$ cat src/rtl/matrix_piedec_pkg.sv
// matrix_piedec_pkg: shared types and defaults for the PIE receive decoder.
// Latency: n/a (declarations only).
// Backpressure: n/a.
package matrix_piedec_pkg;

    // Default width of every run-length counter and length port.
    localparam int PIE_CNT_W = 16;

    // Decoder states, in the order the PIE preamble is walked.
    typedef enum logic [3:0] {
        ST_IDLE     = 4'd0,
        ST_D0_HI    = 4'd1,
        ST_D0_LO    = 4'd2,
        ST_RT_HI    = 4'd3,
        ST_RT_LO    = 4'd4,
        ST_FIRST_HI = 4'd5,
        ST_DATA_LO  = 4'd6,
        ST_DATA_HI  = 4'd7
    } pieState_t;

endpackage

$ cat src/rtl/matrix_piedec_if.sv
// matrix_piedec_if: configuration lengths in, decoded stream and frame status out.
// Latency: n/a (wiring only).
// Backpressure: none; every strobe is a one-cycle pulse the consumer must take.
// Ports: r_DelimMin/r_EofTimeout/r_MaxHigh (config), rx_* (decoder results).
// master = decoder side, slave = consumer/configuration side.
interface matrix_piedec_if #(
    parameter int CNT_W = 16
);
    logic [CNT_W-1:0] r_DelimMin;
    logic [CNT_W-1:0] r_EofTimeout;
    logic [CNT_W-1:0] r_MaxHigh;

    logic             rx_FrameStart;
    logic             rx_BitValid;
    logic             rx_Bit;
    logic             rx_PreambleDet;
    logic [CNT_W-1:0] rx_RTCalHigh;
    logic [CNT_W-1:0] rx_TRCalHigh;
    logic [CNT_W-1:0] rx_BitCount;
    logic             rx_FrameDone;
    logic             rx_Error;

    modport master (
        input  r_DelimMin, r_EofTimeout, r_MaxHigh,
        output rx_FrameStart, rx_BitValid, rx_Bit, rx_PreambleDet,
               rx_RTCalHigh, rx_TRCalHigh, rx_BitCount, rx_FrameDone, rx_Error
    );

    modport slave (
        output r_DelimMin, r_EofTimeout, r_MaxHigh,
        input  rx_FrameStart, rx_BitValid, rx_Bit, rx_PreambleDet,
               rx_RTCalHigh, rx_TRCalHigh, rx_BitCount, rx_FrameDone, rx_Error
    );
endinterface

$ cat src/rtl/matrix_piedec_pulsemeter.sv
// matrix_pieDecPulseMeter: synchronizes the PIE line and measures run lengths.
// Latency: pin sampled at edge k gives Rise/Fall combinationally during cycle after edge k+1.
// Backpressure: none.
// Ports: Clk, Reset (async, active high), PieIn (async line) ->
//        Rise/Fall (edge cycle strobes), Level (synchronized line), RunCnt (run length).
module matrix_pieDecPulseMeter #(
    parameter int CNT_W = 16
) (
    input  logic             Clk,
    input  logic             Reset,
    input  logic             PieIn,
    output logic             Rise,
    output logic             Fall,
    output logic             Level,
    output logic [CNT_W-1:0] RunCnt
);
    logic s1, s2, s3;
    logic isEdge;

    always_ff @(posedge Clk or posedge Reset) begin
        if (Reset) begin
            s1 <= 1'b0;
            s2 <= 1'b0;
            s3 <= 1'b0;
        end else begin
            s1 <= PieIn;
            s2 <= s1;
            s3 <= s2;
        end
    end

    assign isEdge = s2 ^ s3;
    assign Rise   = s2 & ~s3;
    assign Fall   = ~s2 & s3;
    assign Level  = s2;

    // On an edge cycle RunCnt still holds the length of the run that just
    // ended; loading 1 makes it count the new run from its first cycle.
    always_ff @(posedge Clk or posedge Reset) begin
        if (Reset) begin
            RunCnt <= '0;
        end else if (isEdge) begin
            RunCnt <= CNT_W'(1);
        end else if (RunCnt != '1) begin
            RunCnt <= RunCnt + CNT_W'(1);
        end
    end
endmodule

$ cat src/rtl/matrix_piedec.sv
// matrix_piedec: PIE decoder - delimiter/data-0/RTcal/optional TRcal sync, then data bits.
// Latency: strobes are registered; visible after edge k+2 for a pin change sampled at edge k.
// Backpressure: none; strobes are single-cycle and must be consumed when seen.
// Ports: Clk, Reset (async, active high), rx_PieIn (raw line, idle 0),
//        pieIf (master): config lengths in, decoded bits / calibration / frame strobes out.
module matrix_piedec
    import matrix_piedec_pkg::*;
#(
    parameter int CNT_W = PIE_CNT_W
) (
    input  logic            Clk,
    input  logic            Reset,
    input  logic            rx_PieIn,
    matrix_piedec_if.master pieIf
);
    logic             rise, fall, level;
    logic [CNT_W-1:0] runCnt;
    logic [CNT_W-1:0] pivot;
    pieState_t        state, nextState;

    // Decisions made this cycle, registered into the outputs.
    logic evStart, evBit, evTrcal, evDone, evErr, evRtLatch, evPivot;
    logic runHigh, highTooLong, lowTooLong;

    matrix_pieDecPulseMeter #(.CNT_W(CNT_W)) meter (
        .Clk    (Clk),
        .Reset  (Reset),
        .PieIn  (rx_PieIn),
        .Rise   (rise),
        .Fall   (fall),
        .Level  (level),
        .RunCnt (runCnt)
    );

    // Polarity of the run RunCnt describes: on an edge cycle it is the run
    // that just ended (opposite of the new level).
    assign runHigh     = level ^ (rise | fall);
    assign highTooLong = runHigh && (runCnt > pieIf.r_MaxHigh);
    assign lowTooLong  = !runHigh && (runCnt > pieIf.r_EofTimeout);

    always_ff @(posedge Clk or posedge Reset) begin
        if (Reset) state <= ST_IDLE;
        else       state <= nextState;
    end

    always_comb begin
        nextState = state;
        evStart   = 1'b0;
        evBit     = 1'b0;
        evTrcal   = 1'b0;
        evDone    = 1'b0;
        evErr     = 1'b0;
        evRtLatch = 1'b0;
        evPivot   = 1'b0;
        case (state)
            ST_IDLE: begin
                if (rise && runCnt >= pieIf.r_DelimMin) begin
                    evStart   = 1'b1;
                    nextState = ST_D0_HI;
                end
            end
            ST_D0_HI: begin
                if (highTooLong)  evErr = 1'b1;
                else if (fall)    nextState = ST_D0_LO;
            end
            ST_D0_LO: begin
                if (lowTooLong)   evErr = 1'b1;
                else if (rise)    nextState = ST_RT_HI;
            end
            ST_RT_HI: begin
                if (highTooLong) begin
                    evErr = 1'b1;
                end else if (fall) begin
                    evRtLatch = 1'b1;
                    nextState = ST_RT_LO;
                end
            end
            ST_RT_LO: begin
                if (lowTooLong) begin
                    evErr = 1'b1;
                end else if (rise) begin
                    // RTcal must exceed PW or the pivot subtraction underflows.
                    if (pieIf.rx_RTCalHigh <= runCnt) begin
                        evErr = 1'b1;
                    end else begin
                        evPivot   = 1'b1;
                        nextState = ST_FIRST_HI;
                    end
                end
            end
            ST_FIRST_HI: begin
                if (highTooLong) begin
                    evErr = 1'b1;
                end else if (fall) begin
                    // A symbol longer than RTcal can only be TRcal.
                    if (runCnt > pieIf.rx_RTCalHigh) evTrcal = 1'b1;
                    else                             evBit   = 1'b1;
                    nextState = ST_DATA_LO;
                end
            end
            ST_DATA_LO: begin
                if (lowTooLong) begin
                    evDone    = 1'b1;
                    nextState = ST_IDLE;
                end else if (rise) begin
                    nextState = ST_DATA_HI;
                end
            end
            ST_DATA_HI: begin
                if (highTooLong) begin
                    evErr = 1'b1;
                end else if (fall) begin
                    evBit     = 1'b1;
                    nextState = ST_DATA_LO;
                end
            end
            default: nextState = ST_IDLE;
        endcase
        if (evErr) nextState = ST_IDLE;
    end

    always_ff @(posedge Clk or posedge Reset) begin
        if (Reset) begin
            pieIf.rx_FrameStart  <= 1'b0;
            pieIf.rx_BitValid    <= 1'b0;
            pieIf.rx_Bit         <= 1'b0;
            pieIf.rx_PreambleDet <= 1'b0;
            pieIf.rx_RTCalHigh   <= '0;
            pieIf.rx_TRCalHigh   <= '0;
            pieIf.rx_BitCount    <= '0;
            pieIf.rx_FrameDone   <= 1'b0;
            pieIf.rx_Error       <= 1'b0;
            pivot                <= '0;
        end else begin
            pieIf.rx_FrameStart <= evStart;
            pieIf.rx_FrameDone  <= evDone;
            pieIf.rx_Error      <= evErr;
            pieIf.rx_BitValid   <= evBit;
            if (evStart) begin
                pieIf.rx_PreambleDet <= 1'b0;
                pieIf.rx_TRCalHigh   <= '0;
                pieIf.rx_BitCount    <= '0;
            end
            if (evRtLatch) pieIf.rx_RTCalHigh <= runCnt;
            if (evPivot)   pivot <= (pieIf.rx_RTCalHigh - runCnt) >> 1;
            if (evTrcal) begin
                pieIf.rx_PreambleDet <= 1'b1;
                pieIf.rx_TRCalHigh   <= runCnt;
            end
            if (evBit) begin
                pieIf.rx_Bit <= (runCnt > pivot);
                if (pieIf.rx_BitCount != '1)
                    pieIf.rx_BitCount <= pieIf.rx_BitCount + CNT_W'(1);
            end
        end
    end
endmodule

$ cat src/flat_wrapper.sv
// flat-port wrapper written by rule: the top's interface ports become plain ports
module matrix_piedec_flat import matrix_piedec_pkg::*;
#(
    parameter int CNT_W = PIE_CNT_W
)
  (Clk, Reset, rx_PieIn, pieIf_r_DelimMin, pieIf_r_EofTimeout, pieIf_r_MaxHigh, pieIf_rx_FrameStart, pieIf_rx_BitValid, pieIf_rx_Bit, pieIf_rx_PreambleDet, pieIf_rx_RTCalHigh, pieIf_rx_TRCalHigh, pieIf_rx_BitCount, pieIf_rx_FrameDone, pieIf_rx_Error);
  matrix_piedec_if #(.CNT_W(CNT_W)) pieIf_i ();
  input  logic Clk;
  input  logic Reset;
  input  logic rx_PieIn;
  input wire logic [$bits(pieIf_i.r_DelimMin)-1:0] pieIf_r_DelimMin;
  input wire logic [$bits(pieIf_i.r_EofTimeout)-1:0] pieIf_r_EofTimeout;
  input wire logic [$bits(pieIf_i.r_MaxHigh)-1:0] pieIf_r_MaxHigh;
  output wire logic [$bits(pieIf_i.rx_FrameStart)-1:0] pieIf_rx_FrameStart;
  output wire logic [$bits(pieIf_i.rx_BitValid)-1:0] pieIf_rx_BitValid;
  output wire logic [$bits(pieIf_i.rx_Bit)-1:0] pieIf_rx_Bit;
  output wire logic [$bits(pieIf_i.rx_PreambleDet)-1:0] pieIf_rx_PreambleDet;
  output wire logic [$bits(pieIf_i.rx_RTCalHigh)-1:0] pieIf_rx_RTCalHigh;
  output wire logic [$bits(pieIf_i.rx_TRCalHigh)-1:0] pieIf_rx_TRCalHigh;
  output wire logic [$bits(pieIf_i.rx_BitCount)-1:0] pieIf_rx_BitCount;
  output wire logic [$bits(pieIf_i.rx_FrameDone)-1:0] pieIf_rx_FrameDone;
  output wire logic [$bits(pieIf_i.rx_Error)-1:0] pieIf_rx_Error;
  assign pieIf_i.r_DelimMin = pieIf_r_DelimMin;
  assign pieIf_i.r_EofTimeout = pieIf_r_EofTimeout;
  assign pieIf_i.r_MaxHigh = pieIf_r_MaxHigh;
  assign pieIf_rx_FrameStart = pieIf_i.rx_FrameStart;
  assign pieIf_rx_BitValid = pieIf_i.rx_BitValid;
  assign pieIf_rx_Bit = pieIf_i.rx_Bit;
  assign pieIf_rx_PreambleDet = pieIf_i.rx_PreambleDet;
  assign pieIf_rx_RTCalHigh = pieIf_i.rx_RTCalHigh;
  assign pieIf_rx_TRCalHigh = pieIf_i.rx_TRCalHigh;
  assign pieIf_rx_BitCount = pieIf_i.rx_BitCount;
  assign pieIf_rx_FrameDone = pieIf_i.rx_FrameDone;
  assign pieIf_rx_Error = pieIf_i.rx_Error;
  matrix_piedec #(.CNT_W(CNT_W)) u_core (.Clk(Clk), .Reset(Reset), .rx_PieIn(rx_PieIn), .pieIf(pieIf_i));
endmodule
$ cat config.mk
export PLATFORM = sky130hd
export DESIGN_NAME = matrix_piedec_flat
export DESIGN_NICKNAME = d
export VERILOG_FILES = /design/src/rtl/matrix_piedec_pkg.sv /design/src/rtl/matrix_piedec_if.sv /design/src/rtl/matrix_piedec_pulsemeter.sv /design/src/rtl/matrix_piedec.sv /design/src/flat_wrapper.sv
export SDC_FILE = /design/constraint.sdc
export NUM_CORES = 1
export LEC_CHECK = 0
export ABC_AREA = 1
export CAP_MARGIN = 5
export CORE_AREA = 5 5 126 128
export CTS_CLUSTER_SIZE = 30
export DETAILED_ROUTE_END_ITERATION = 7
export DIE_AREA = 0 0 131 133
export PLACE_DENSITY_LB_ADDON = 0.3
export SLEW_MARGIN = 20
export SYNTH_ARGS = -nofsm -noshare
export SYNTH_HDL_FRONTEND = slang
export SYNTH_SLANG_ARGS = --single-unit
$ cat constraint.sdc
create_clock -name Clk -period 2.44 [get_ports Clk]
set_clock_uncertainty 0.05 [all_clocks]
set_input_delay 0.244 -clock Clk [delete_from_list [all_inputs] [get_ports Clk]]
set_output_delay 0.244 -clock Clk [all_outputs]
set_load 0.05 [all_outputs]
==> results.ini, run 1 <==
[clock_tree]
cts_buffers = 9
clockRootBuffer = clkbuf_16
numClockSinks = 91
holdBufCountCts = 0
path_clk_slew_ns = 0.06
cts_tree = built
clk_path_buf_depth = 2
htree_levels = 3
clkLatencyLatePin_ns = 0.35

[hold_path]
hold_path_depth = 0
hp-class = flip-flop to flip-flop

[floorplan]
pin_count = 105
core-area_mm2 = 0.0148
dieArea_mm2 = 0.0174
start_util_pct = 43.3
num_rows = 45
die_h_um = 133
die_w_um = 131

[critical_path]
critPathKind = flip-flop to flip-flop
cp.required_ns = 2.61
worst-path-buf-inv = 2
slowest_delay_ns = 0.42
cp_top_family = simple AND/OR/NAND/NOR gates
cp_common_cell = nand2_2
path_max_fanout = 7
critPathLaunchType = flip-flop
cp_slowest_cell = dfrtp_1
cp-end-kind = flip-flop
path_cells = ha_4, fa_2, nand3b_1, nand2_2, nand2_2, nand2_2, nand2_2, nand2_4, buf_6, nor2_4, nor3_4, buf_4, nand2_4, nand3_1, o31ai_2
arrival_ns = 2.63
crit_cells = 15
r2r.worst_path.cells = 15

[synthesis]
yosys-mux-area-fraction_pct = 0
yosysWarnings = 0
avgSynthCellArea_um2 = 7.89
synthArstFlopShare_pct = 100
synthTopCellsByCount = 142 x nand2_1, 138 x inv_1, 91 x dfrtp_1
ys_ff_latch = 91
synth-xor-area-share_pct = 3.29
synth_top_family_by_area = simple AND/OR/NAND/NOR gates
ys_seq_area_share_pct = 35.7
synth_top_area_share_pct = 35.7
synthAdderAreaFrac_pct = 16.6
synth_edf_count = 0
syn_inst = 809
synth_fp_nets = 944
synthSimpleGateAreaFrac_pct = 20.8
ys.flop_type = dfrtp_1
synth_compound_area_share_pct = 14.4
yosysTopAreaCell = dfrtp_1
synth_most_common_cell = nand2_1
yosysUniqueCellTypes = 40
synthesis.area_mm2 = 0.00638
synth.area.top_cells = dfrtp_1 36%, ha_1 16%, nand2_1 8.4%, inv_1 8.1%, o21ai_0 6.0%

[place]
dpl_cell_area_mm2 = 0.00827
gp_congestion = 0.906
hpwlAfterDp_mm = 13.1
numPortBuffers = 104

[sta]
finalSetupTns_ns = -0.120
finalSetupViolations = 13
finalCritPeriodShare_pct = 101
fin_crit_ns = 2.46
fmax_mhz = 407
rsz0062_at_grt = true
whs_ns = 0.306
hold_viol = 0
drv_slew = 0
worst_pin_slew_ns = 0.532
fin_ws_ns = -0.0187
slew_headroom_pct = 64.4

[layout]
fin_util_pct = 61.0
finalNetCount = 1139
drive_gt1_share_pct = 20.1
syn2layout_area_growth_pct = 40.9
stdcell_area_mm2 = 0.00899
antenna_cells = 0

[pwr]
p_leak_nw = 4.51
peakVddDrop_mv = 0.735
power.density_mw_per_mm2 = 793

[outcome]
violations = negative setup slack
outcome = complete, but fails checks

[detailed_routing]
wirelength_mm = 17.3
via_per_inst = 5.10
detail-route-antenna-nets = 0
drt-initial-drc-count = 258
post-route-drc-count = 0
wl_per_cell_um = 14.5
vias = 6101
first_pass_iters = 5

[global_route]
grt_usage_pct = 19.7
overflow = 0
antenna_found_initial = 0
grt_pass1_vias = 5771
grt_max_degree = 92
grt_pass1_wl_mm = 27.6

[run]
maxCapViolCount = 0

cell usage in the layout, fill, tap and decap left out, drive strengths merged, types with 3 or more instances in the layout:
cell,instances
a31oi,6
a21o,4
dfrtp,91
nand2,148
clkbuf,12
nand3,59
nand4,10
o21ai,79
nor4,3
inv,138
ha,83
o22ai,8
clkinv,4
nor3,27
xnor2,5
xor2,19
nor2,46
clkdlybuf4s50,104
a21oi,53
buf,90
clkinvlp,3
report_power, final:
part | internal [mW] | switching [mW]
Sequential | 1.81 | 0.257
Combinational | 1.55 | 2.19
Clock | 0.739 | 0.589
Total | 4.10 | 3.03
per-stage QoR:
stage | instances | worst slack (ns) | power, mW
after floorplan | 809 | -0.0809 | 4.11
after global placement | 1167 | -0.161 | 5.22
after detailed placement | 1167 | -0.215 | 5.28
after CTS | 1189 | -0.0211 | 6.71
after global routing | 1197 | -0.174 | 7.60
final | 1197 | -0.0187 | 7.13
cells by family (layout without fill, tap and decap cells):
| logic type | count (synthesis) | after routing |
|---|---|---|
| adders and majority gates | 84 | 84 |
| AOI/OAI and AO/OA | 163 | 163 |
| and+or+nand+nor | 295 | 296 |
| xor gates and xnor gates | 24 | 24 |
| buffers and inverters | 152 | 351 |
| DFF | 91 | 91 |
timing repair:
item,4_1_cts,5_1_grt
pin swaps,0,7
gates resized for setup,14,101
setup endpoints to repair,28,60
setup buffers,3,6
cloned,3,2
registers in the layout (all words and copies together) (netlist names):
name and cells:
u_core.meter.RunCnt 16, u_core.pieIf.rx_Error 1, u_core.meter.s1 1, u_core.meter.Level 1, u_core.state 3, u_core.pieIf.rx_BitCount 16
u_core.pivot 15, u_core.pieIf.rx_BitValid 1, u_core.pieIf.rx_FrameStart 1, u_core.pieIf.rx_RTCalHigh 16, u_core.pieIf.rx_Bit 1, u_core.pieIf.rx_PreambleDet 1
u_core.pieIf.rx_TRCalHigh 16, u_core.pieIf.rx_FrameDone 1, u_core.meter.s3 1
per-layer routing:
layer  part of all wire, %  wire length [um]  track usage, %  vias up
li1                      -                 -               -     3085
met1                    42              7260            24.7     2909
met2                    54              9270            34.7       87
met3                   2.8               493            3.19       20
met4                   1.6               285            5.37        0
met5                     0                 0               0        -
final timing paths:
| kind | startpoint | end | slack [ns] |
|---|---|---|---|
| min in group asynchronous | Reset | u_core.state[1]$_DFFE_PP0P_ | 0.34 |
| worst max register to register | u_core.meter.RunCnt[0]$_DFFE_PP0P_ | u_core.pieIf.rx_BitCount[11]$_DFF_PP0_ | -0.02 |
| worst min-delay path | u_core.meter.s1$_DFF_PP0_ | u_core.meter.Level$_DFF_PP0_ | 0.31 |
| worst max-delay path | u_core.meter.RunCnt[0]$_DFFE_PP0P_ | u_core.pieIf.rx_BitCount[11]$_DFF_PP0_ | -0.02 |
| worst min register to register | u_core.meter.s1$_DFF_PP0_ | u_core.meter.Level$_DFF_PP0_ | 0.31 |
| max in group asynchronous | Reset | u_core.pieIf.rx_RTCalHigh[1]$_DFFE_PP0P_ | 1.61 |
cell type report:
| class | instances | area [um^2] |
|---|---|---|
| fill | 1313 | 5760 |
| timing repair inverter | 1 | 8.76 |
| sequential | 91 | 2290 |
| timing repair buffer | 195 | 1830 |
| clock buffer | 11 | 253 |
| multi-input combinational | 567 | 3810 |
| inverter | 139 | 537 |
| clock inverter | 5 | 27.5 |
| tap | 188 | 235 |
No activity file was read; power rests on OpenSTA's default activity.
==> run 2, diff against run 1 <==
==> constraint.sdc (replaced) <==
create_clock -name Clk -period 2.5 [get_ports Clk]
set_clock_uncertainty 0.05 [all_clocks]
set_input_delay 0.25 -clock Clk [delete_from_list [all_inputs] [get_ports Clk]]
set_output_delay 0.25 -clock Clk [all_outputs]
set_load 0.005 [all_outputs]
==> run 2 against run 1 <==
The flow still finishes with violations (negative setup slack). Cell count fell by 1.5%. First-iteration DRC count increased by 41%. Die area is the same. Via count is 2.3% lower. Core utilization decreased by 1.5 points. Worst hold slack got worse by 0.0041 ns. Flip-flop and latch count unchanged. Non-clock buffer count fell by 15. Worst setup slack better by 0.018 ns. Maximum frequency is 1.7% lower.
==> results.ini, run 2 (same netlist as run 1, synthesis figures left out) <==
[hold_path]
hp-class = flip-flop to flip-flop
hold_path_depth = 0  ; unchanged
hold_path_startpoint = u_core.meter.s1$_DFF_PP0_

[clock_tree]
cts_tree = built
clk_path_buf_depth = 2  ; unchanged
cts_buffers = 9  ; unchanged
path_clk_slew_ns = 0.07  ; about the same
numClockSinks = 91  ; unchanged
clockRootBuffer = clkbuf_16
htree_levels = 3  ; unchanged
clkLatencyLatePin_ns = 0.34  ; about the same
holdBufCountCts = 0  ; unchanged

[critical_path]
cp_common_cell = nand2_2
cp.required_ns = 2.67  ; +0.06 ns
cp-end-kind = flip-flop
critPathLaunch = u_core.meter.RunCnt[0]$_DFFE_PP0P_
path_max_fanout = 5  ; -2
critPathLaunchType = flip-flop
cp_slowest_cell = dfrtp_1
critPathKind = flip-flop to flip-flop
r2r.worst_path.cells = 16  ; +1
worst-path-buf-inv = 3  ; +1
rr_startpoint = u_core.meter.RunCnt[0]$_DFFE_PP0P_
crit_cells = 16  ; +1
arrival_ns = 2.67  ; +0.04 ns
ff2ff_setup_slack_ns = -0.0003  ; +0.02 ns
slowest_delay_ns = 0.40  ; -0.02 ns
path_cells = ha_2, fa_2, nand3b_1, nand2_2, nand2_2, nand2_2, nand2_2, nand2_2, nand2_2, inv_2, nand2_2, nor3_4, clkinv_2, buf_6, nand2_1, o21ai_1
cp_top_family = simple AND/OR/NAND/NOR gates

[detailed_routing]
vias = 5958  ; -2.3%
wirelength_mm = 16.5  ; -4.6%
wl_per_cell_um = 14.0  ; -3.2%
first_pass_iters = 5  ; unchanged
drt-initial-drc-count = 363  ; +41%
via_per_inst = 5.05  ; -0.85%
post-route-drc-count = 0  ; unchanged
detail-route-antenna-nets = 0  ; unchanged

[layout]
fin_util_pct = 59.5  ; -1.5 points
stdcell_area_mm2 = 0.00877  ; -2.4%
fill_cells = 1341  ; +2.1%
final_common_cell = inv_1
multi_input_area_mm2 = 0.00369  ; -3.2%
seq_area_mm2 = 0.00228  ; -0.27%
antenna_cells = 0  ; unchanged
finalNetCount = 1122  ; -1.5%
layout_common_cells = 136 x inv_1, 132 x nand2_1, 104 x clkdlybuf4s50_1, 87 x dfrtp_1, 82 x ha_1
drive_gt1_share_pct = 15.6  ; -4.5 points
syn2layout_area_growth_pct = 37.5

[global_route]
overflow = 0  ; unchanged
grt_pass1_wl_mm = 26.3  ; -4.9%
antenna_found_initial = 0  ; unchanged
grt_pass1_vias = 5569  ; -3.5%
grt_usage_pct = 18.6  ; -1.1 points
grt_max_degree = 92  ; unchanged

[pwr]
p_leak_nw = 4.42  ; -1.9%
peakVddDrop_mv = 0.525  ; -29%
power.density_mw_per_mm2 = 705  ; -11%
power_mw = 6.18  ; -13%

[outcome]
outcome = complete, but fails checks
violations = negative setup slack

[sta]
fin_crit_ns = 2.50  ; +0.0416 ns
finalCritPeriodShare_pct = 100  ; -0.76 points
finalSetupViolations = 1  ; -12
worst_pin_slew_ns = 0.490  ; -0.0415 ns
fmax_mhz = 400  ; -1.7%
hold_viol = 0  ; unchanged
rsz0062_at_grt = true
drv_slew = 0  ; unchanged
slew_headroom_pct = 67.3  ; +2.9 points
fin_ws_ns = -0.000313  ; +0.0184 ns

[place]
dpl_cell_area_mm2 = 0.00815  ; -1.4%
numPortBuffers = 104  ; unchanged
hpwlAfterDp_mm = 12.9  ; -1.9%
gp_congestion = 0.908  ; +0.22%

[floorplan]
dieArea_mm2 = 0.0174  ; unchanged
die_w_um = 131  ; unchanged
num_rows = 45  ; unchanged
die_h_um = 133  ; unchanged
core-area_mm2 = 0.0148  ; unchanged
start_util_pct = 43.3  ; unchanged
pin_count = 105  ; unchanged

[run]
maxCapViolCount = 0  ; unchanged

run 2: cell types whose count changed in the layout (fill, tap and decap cells not counted), sizes merged:
cell      before  now
bufinv         0    2
clkinv         4    3
buf           90   75
nand2        148  147
inv          138  137
clkinvlp       3    1
run 2: path summary, 6_finish.rpt:
path | endpoint
setup / recovery | u_core.pivot[8]$_DFFE_PP0P_
hold / removal | u_core.meter.Level$_DFF_PP0_
setup reg to reg | u_core.pivot[8]$_DFFE_PP0P_
hold reg to reg | u_core.meter.Level$_DFF_PP0_
max in group asynchronous | u_core.pieIf.rx_RTCalHigh[0]$_DFFE_PP0P_
min in group asynchronous | u_core.pieIf.rx_BitCount[2]$_DFF_PP0_
run 2: power by group:
part / total [mW] / internal, mW / switching, mW
clock: 1.48 / 0.925 / 0.558
combinational: 2.69 / 1.29 / 1.40
sequential: 2.01 / 1.76 / 0.250
total: 6.18 / 3.97 / 2.21
run 2: layout make-up:
class,instances,area share [%]
multi-input cells,566,42.1
flip-flops and latches,91,26.0
repair buffers,180,19.5
inverters,139,6.00
clock buffers,11,2.88
well taps,188,2.68
clock inverters,4,0.841
run 2: worst reg2reg max path: cells and delay by family (launching register included):
family,cells,cell delay [ns]
buffers and inverters,3,0.35
DFF,1,0.40
AOI/OAI and AO/OA,1,0.06
adders and majority gates,2,0.53
and+or+nand+nor,10,1.02
run 2: stage by stage:
stage / cells / setup slack, ns / TNS (ns) / hold WS, ns
floorplan: 809 / 0.0590 / 0 / 0.231
global placement: 1154 / -0.0922 / -1.03 / 0.286
detailed placement: 1154 / -0.106 / -1.71 / 0.292
CTS: 1170 / 0.00180 / 0 / 0.304
global route: 1179 / -0.161 / -3.81 / 0.305
finish: 1179 / -0.000313 / -0.000313 / 0.302
run 2: what timing repair did:
item / in CTS / in global routing
cloned: 1 / 4
setup endpoints to repair: 23 / 48
resized for setup: 17 / 54
buffers inserted: 1 / 5
pin swaps: 5 / 8
run 2: layer usage:
metal	share of wire [%]	vias to the layer above	GRT usage (%)	wire, um
met5	0	-	0	0
met4	1.6	0	3.89	265
met3	3.2	17	2.66	522
met2	52	115	33.8	8660
met1	43	2771	23.2	7060
li1	-	3055	-	-
==> run 3, diff against run 2 <==
--- a/config.mk
+++ b/config.mk
@@ -7,10 +7,12 @@
 export LEC_CHECK = 0
 export ABC_AREA = 1
 export CAP_MARGIN = 5
-export CORE_AREA = 5 5 126 128
+export CELL_PAD_IN_SITES_DETAIL_PLACEMENT = 0
+export CELL_PAD_IN_SITES_GLOBAL_PLACEMENT = 1
+export CORE_AREA = 5 5 133 135
 export CTS_CLUSTER_SIZE = 30
 export DETAILED_ROUTE_END_ITERATION = 7
-export DIE_AREA = 0 0 131 133
+export DIE_AREA = 0 0 138 140
 export PLACE_DENSITY_LB_ADDON = 0.3
 export SLEW_MARGIN = 20
 export SYNTH_ARGS = -nofsm -noshare
==> run 3 against run 2 <==
Count of clock-buffer cells in the layout unchanged. Sequential share of layout area fell by 0.72 points. Via count is 0.86% higher. Global-route usage shrank 0.83 points. Core utilization fell by 4.2 points. Power is 4.9% higher. The run still ends with negative setup slack left. Critical path type unchanged. Critical endpoint is now u_core.pieIf.rx_BitCount[2]$_DFF_PP0_. Wire length is 7.0% higher. Cell count rose by 4.6%.
==> results.ini, run 3 (same netlist as run 1, synthesis figures left out) <==
[place]
hpwlAfterDp_mm = 13.7  ; +6.7%
gp_congestion = 0.855  ; -5.8%
place_ws_ns = -0.222  ; -0.115 ns
numPortBuffers = 104  ; unchanged
dp_cells = 1201  ; +4.1%
dpl_cell_area_mm2 = 0.00831  ; +1.9%

[layout]
fin_util_pct = 55.3  ; -4.2 points
final-instance-count-excl-fill = 1233  ; +4.6%
final_common_cell = inv_1
syn2layout_area_growth_pct = 41.5
stdcell_area_mm2 = 0.00903  ; +3.0%
drive_gt1_share_pct = 17.5  ; +1.8 points
antenna_cells = 0  ; unchanged
fill_cells = 1573  ; +17%
finalNetCount = 1143  ; +1.9%
layout_common_cells = 134 x inv_1, 129 x nand2_1, 104 x clkdlybuf4s50_1, 85 x dfrtp_1, 82 x ha_1

[detailed_routing]
detail-route-antenna-nets = 0  ; unchanged
wl_per_cell_um = 14.3  ; +2.3%
drt-initial-drc-count = 257  ; -29%
post-route-drc-count = 0  ; unchanged
first_pass_iters = 4  ; -1
vias = 6009  ; +0.86%
via_per_inst = 4.87  ; -3.6%
wirelength_mm = 17.7  ; +7.0%

[clock_tree]
numClockSinks = 91  ; unchanged
clkLatencyLatePin_ns = 0.35  ; about the same
clk_path_buf_depth = 2  ; unchanged
htree_levels = 3  ; unchanged
path_clk_slew_ns = 0.07  ; about the same
cts_tree = built
holdBufCountCts = 0  ; unchanged
clockRootBuffer = clkbuf_16
cts_buffers = 9  ; unchanged

[pwr]
power_mw = 6.49  ; +4.9%
p_leak_nw = 4.53  ; +2.5%
peakVddDrop_mv = 0.563  ; +7.2%
power.density_mw_per_mm2 = 718  ; +1.9%

[floorplan]
core-area_mm2 = 0.0163  ; +11%
num_rows = 47  ; +4.4%
die_h_um = 140  ; +5.3%
pin_count = 105  ; unchanged
dieArea_mm2 = 0.0193  ; +11%
start_util_pct = 39.0  ; -4.2 points
die_w_um = 138  ; +5.3%

[hold_path]
hold_end = u_core.meter.Level$_DFF_PP0_
hold_path_startpoint = u_core.meter.s1$_DFF_PP0_
hp-class = flip-flop to flip-flop
hold_path_depth = 0  ; unchanged

[critical_path]
cp.required_ns = 2.67  ; about the same
ff2ff_setup_slack_ns = -0.02  ; -0.02 ns
r2r.worst_path.cells = 16  ; unchanged
arrival_ns = 2.69  ; +0.02 ns
path_max_fanout = 7  ; +2
r2r-end = u_core.pieIf.rx_BitCount[2]$_DFF_PP0_
critPathLaunchType = flip-flop
critPathKind = flip-flop to flip-flop
cp-end-kind = flip-flop
rr_startpoint = u_core.meter.RunCnt[0]$_DFFE_PP0P_

[sta]
fmax_mhz = 397  ; -0.82%
whs_ns = 0.300  ; -0.00164 ns
finalCritPeriodShare_pct = 101  ; +0.83 points
fin_crit_ns = 2.52  ; +0.0208 ns
finalSetupViolations = 7  ; +6
rsz0062_at_grt = true
finalSetupTns_ns = -0.0498  ; -0.0495 ns
drv_slew = 0  ; unchanged
slew_headroom_pct = 64.3  ; -3.0 points
fin_ws_ns = -0.0211  ; -0.0208 ns
hold_viol = 0  ; unchanged
worst_pin_slew_ns = 0.536  ; +0.0454 ns

[global_route]
grt_usage_pct = 17.8  ; -0.83 points
grt_pass1_vias = 5718  ; +2.7%
antenna_found_initial = 0  ; unchanged
grt_max_degree = 92  ; unchanged
grt_pass1_wl_mm = 28.4  ; +8.1%
overflow = 0  ; unchanged

[outcome]
outcome = complete, but fails checks
violations = negative setup slack

[run]
maxCapViolCount = 0  ; unchanged

-- run 3: cell types whose count changed in the layout (fill, tap and decap cells not counted), sizes merged --
cell	change
bufinv	+1
clkbuf	+1
buf	+17
inv	+1
clkinv	-1
nand2	+3
-- run 3: power by group --
part | total, mW | internal, mW | switching [mW] | leakage [nW]
combinational | 2.90 | 1.43 | 1.47 | 3.20
clock | 1.58 | 1.00 | 0.579 | 0.169
sequential | 2.01 | 1.76 | 0.245 | 1.16
-- run 3: per-layer routing --
metal	up-vias	routed length, um	share of wire (%)	global-route usage, %
li1	3108	-	-	-
met1	2788	7660	43	21.9
met2	95	9000	51	32.2
met3	18	675	3.8	2.97
met4	0	327	1.9	5.04
met5	-	0	0	0
-- run 3: critical path: stages, from the launching register on --
cell and delay, ns:
dfrtp_1 0.41, ha_4 0.17, fa_2 0.33, nand3b_1 0.19
nand2_1 0.11, nand2_1 0.07, nand2_2 0.08, nand2_2 0.07
nand2_4 0.08, buf_6 0.10, nor2_4 0.03, nor3_4 0.19
buf_6 0.16, buf_6 0.11, nand2_4 0.08, nand3_2 0.07
o21ai_0 0.08
-- run 3: repair_timing --
action | 4_1_cts | 5_1_grt
gates cloned | 0 | 7
endpoints found under the setup margin | 31 | 53
gates resized for setup | 6 | 80
pin swaps | 1 | 9
setup buffers | 4 | 6
-- run 3: worst max path at each step --
stage | startpoint | end | slack, ns | cells past startpoint
after global placement | pieIf_r_EofTimeout[7] | u_core.state[1]$_DFFE_PP0P_ | -0.21 | 18
after global routing | u_core.meter.RunCnt[0]$_DFFE_PP0P_ | u_core.pieIf.rx_BitCount[2]$_DFF_PP0_ | -0.14 | 16
after floorplan | u_core.pieIf.rx_RTCalHigh[0]$_DFFE_PP0P_ | u_core.pieIf.rx_BitCount[15]$_DFF_PP0_ | 0.06 | 15
final | u_core.meter.RunCnt[0]$_DFFE_PP0P_ | u_core.pieIf.rx_BitCount[2]$_DFF_PP0_ | -0.02 | 16
after CTS | u_core.meter.RunCnt[7]$_DFFE_PP0P_ | u_core.pieIf.rx_BitCount[14]$_DFF_PP0_ | 0.01 | 13
after detailed placement | pieIf_r_EofTimeout[7] | u_core.state[2]$_DFFE_PP0P_ | -0.22 | 17
-- run 3: layout make-up --
type	instances	area, um^2	area share, %
Tap cell	220	275	3.05
Timing Repair Buffer	198	1900	21.0
Clock inverter	5	100	1.11
Sequential cell	91	2280	25.3
Multi-Input combinational cell	569	3710	41.0
Inverter	139	526	5.82
Clock buffer	11	243	2.69
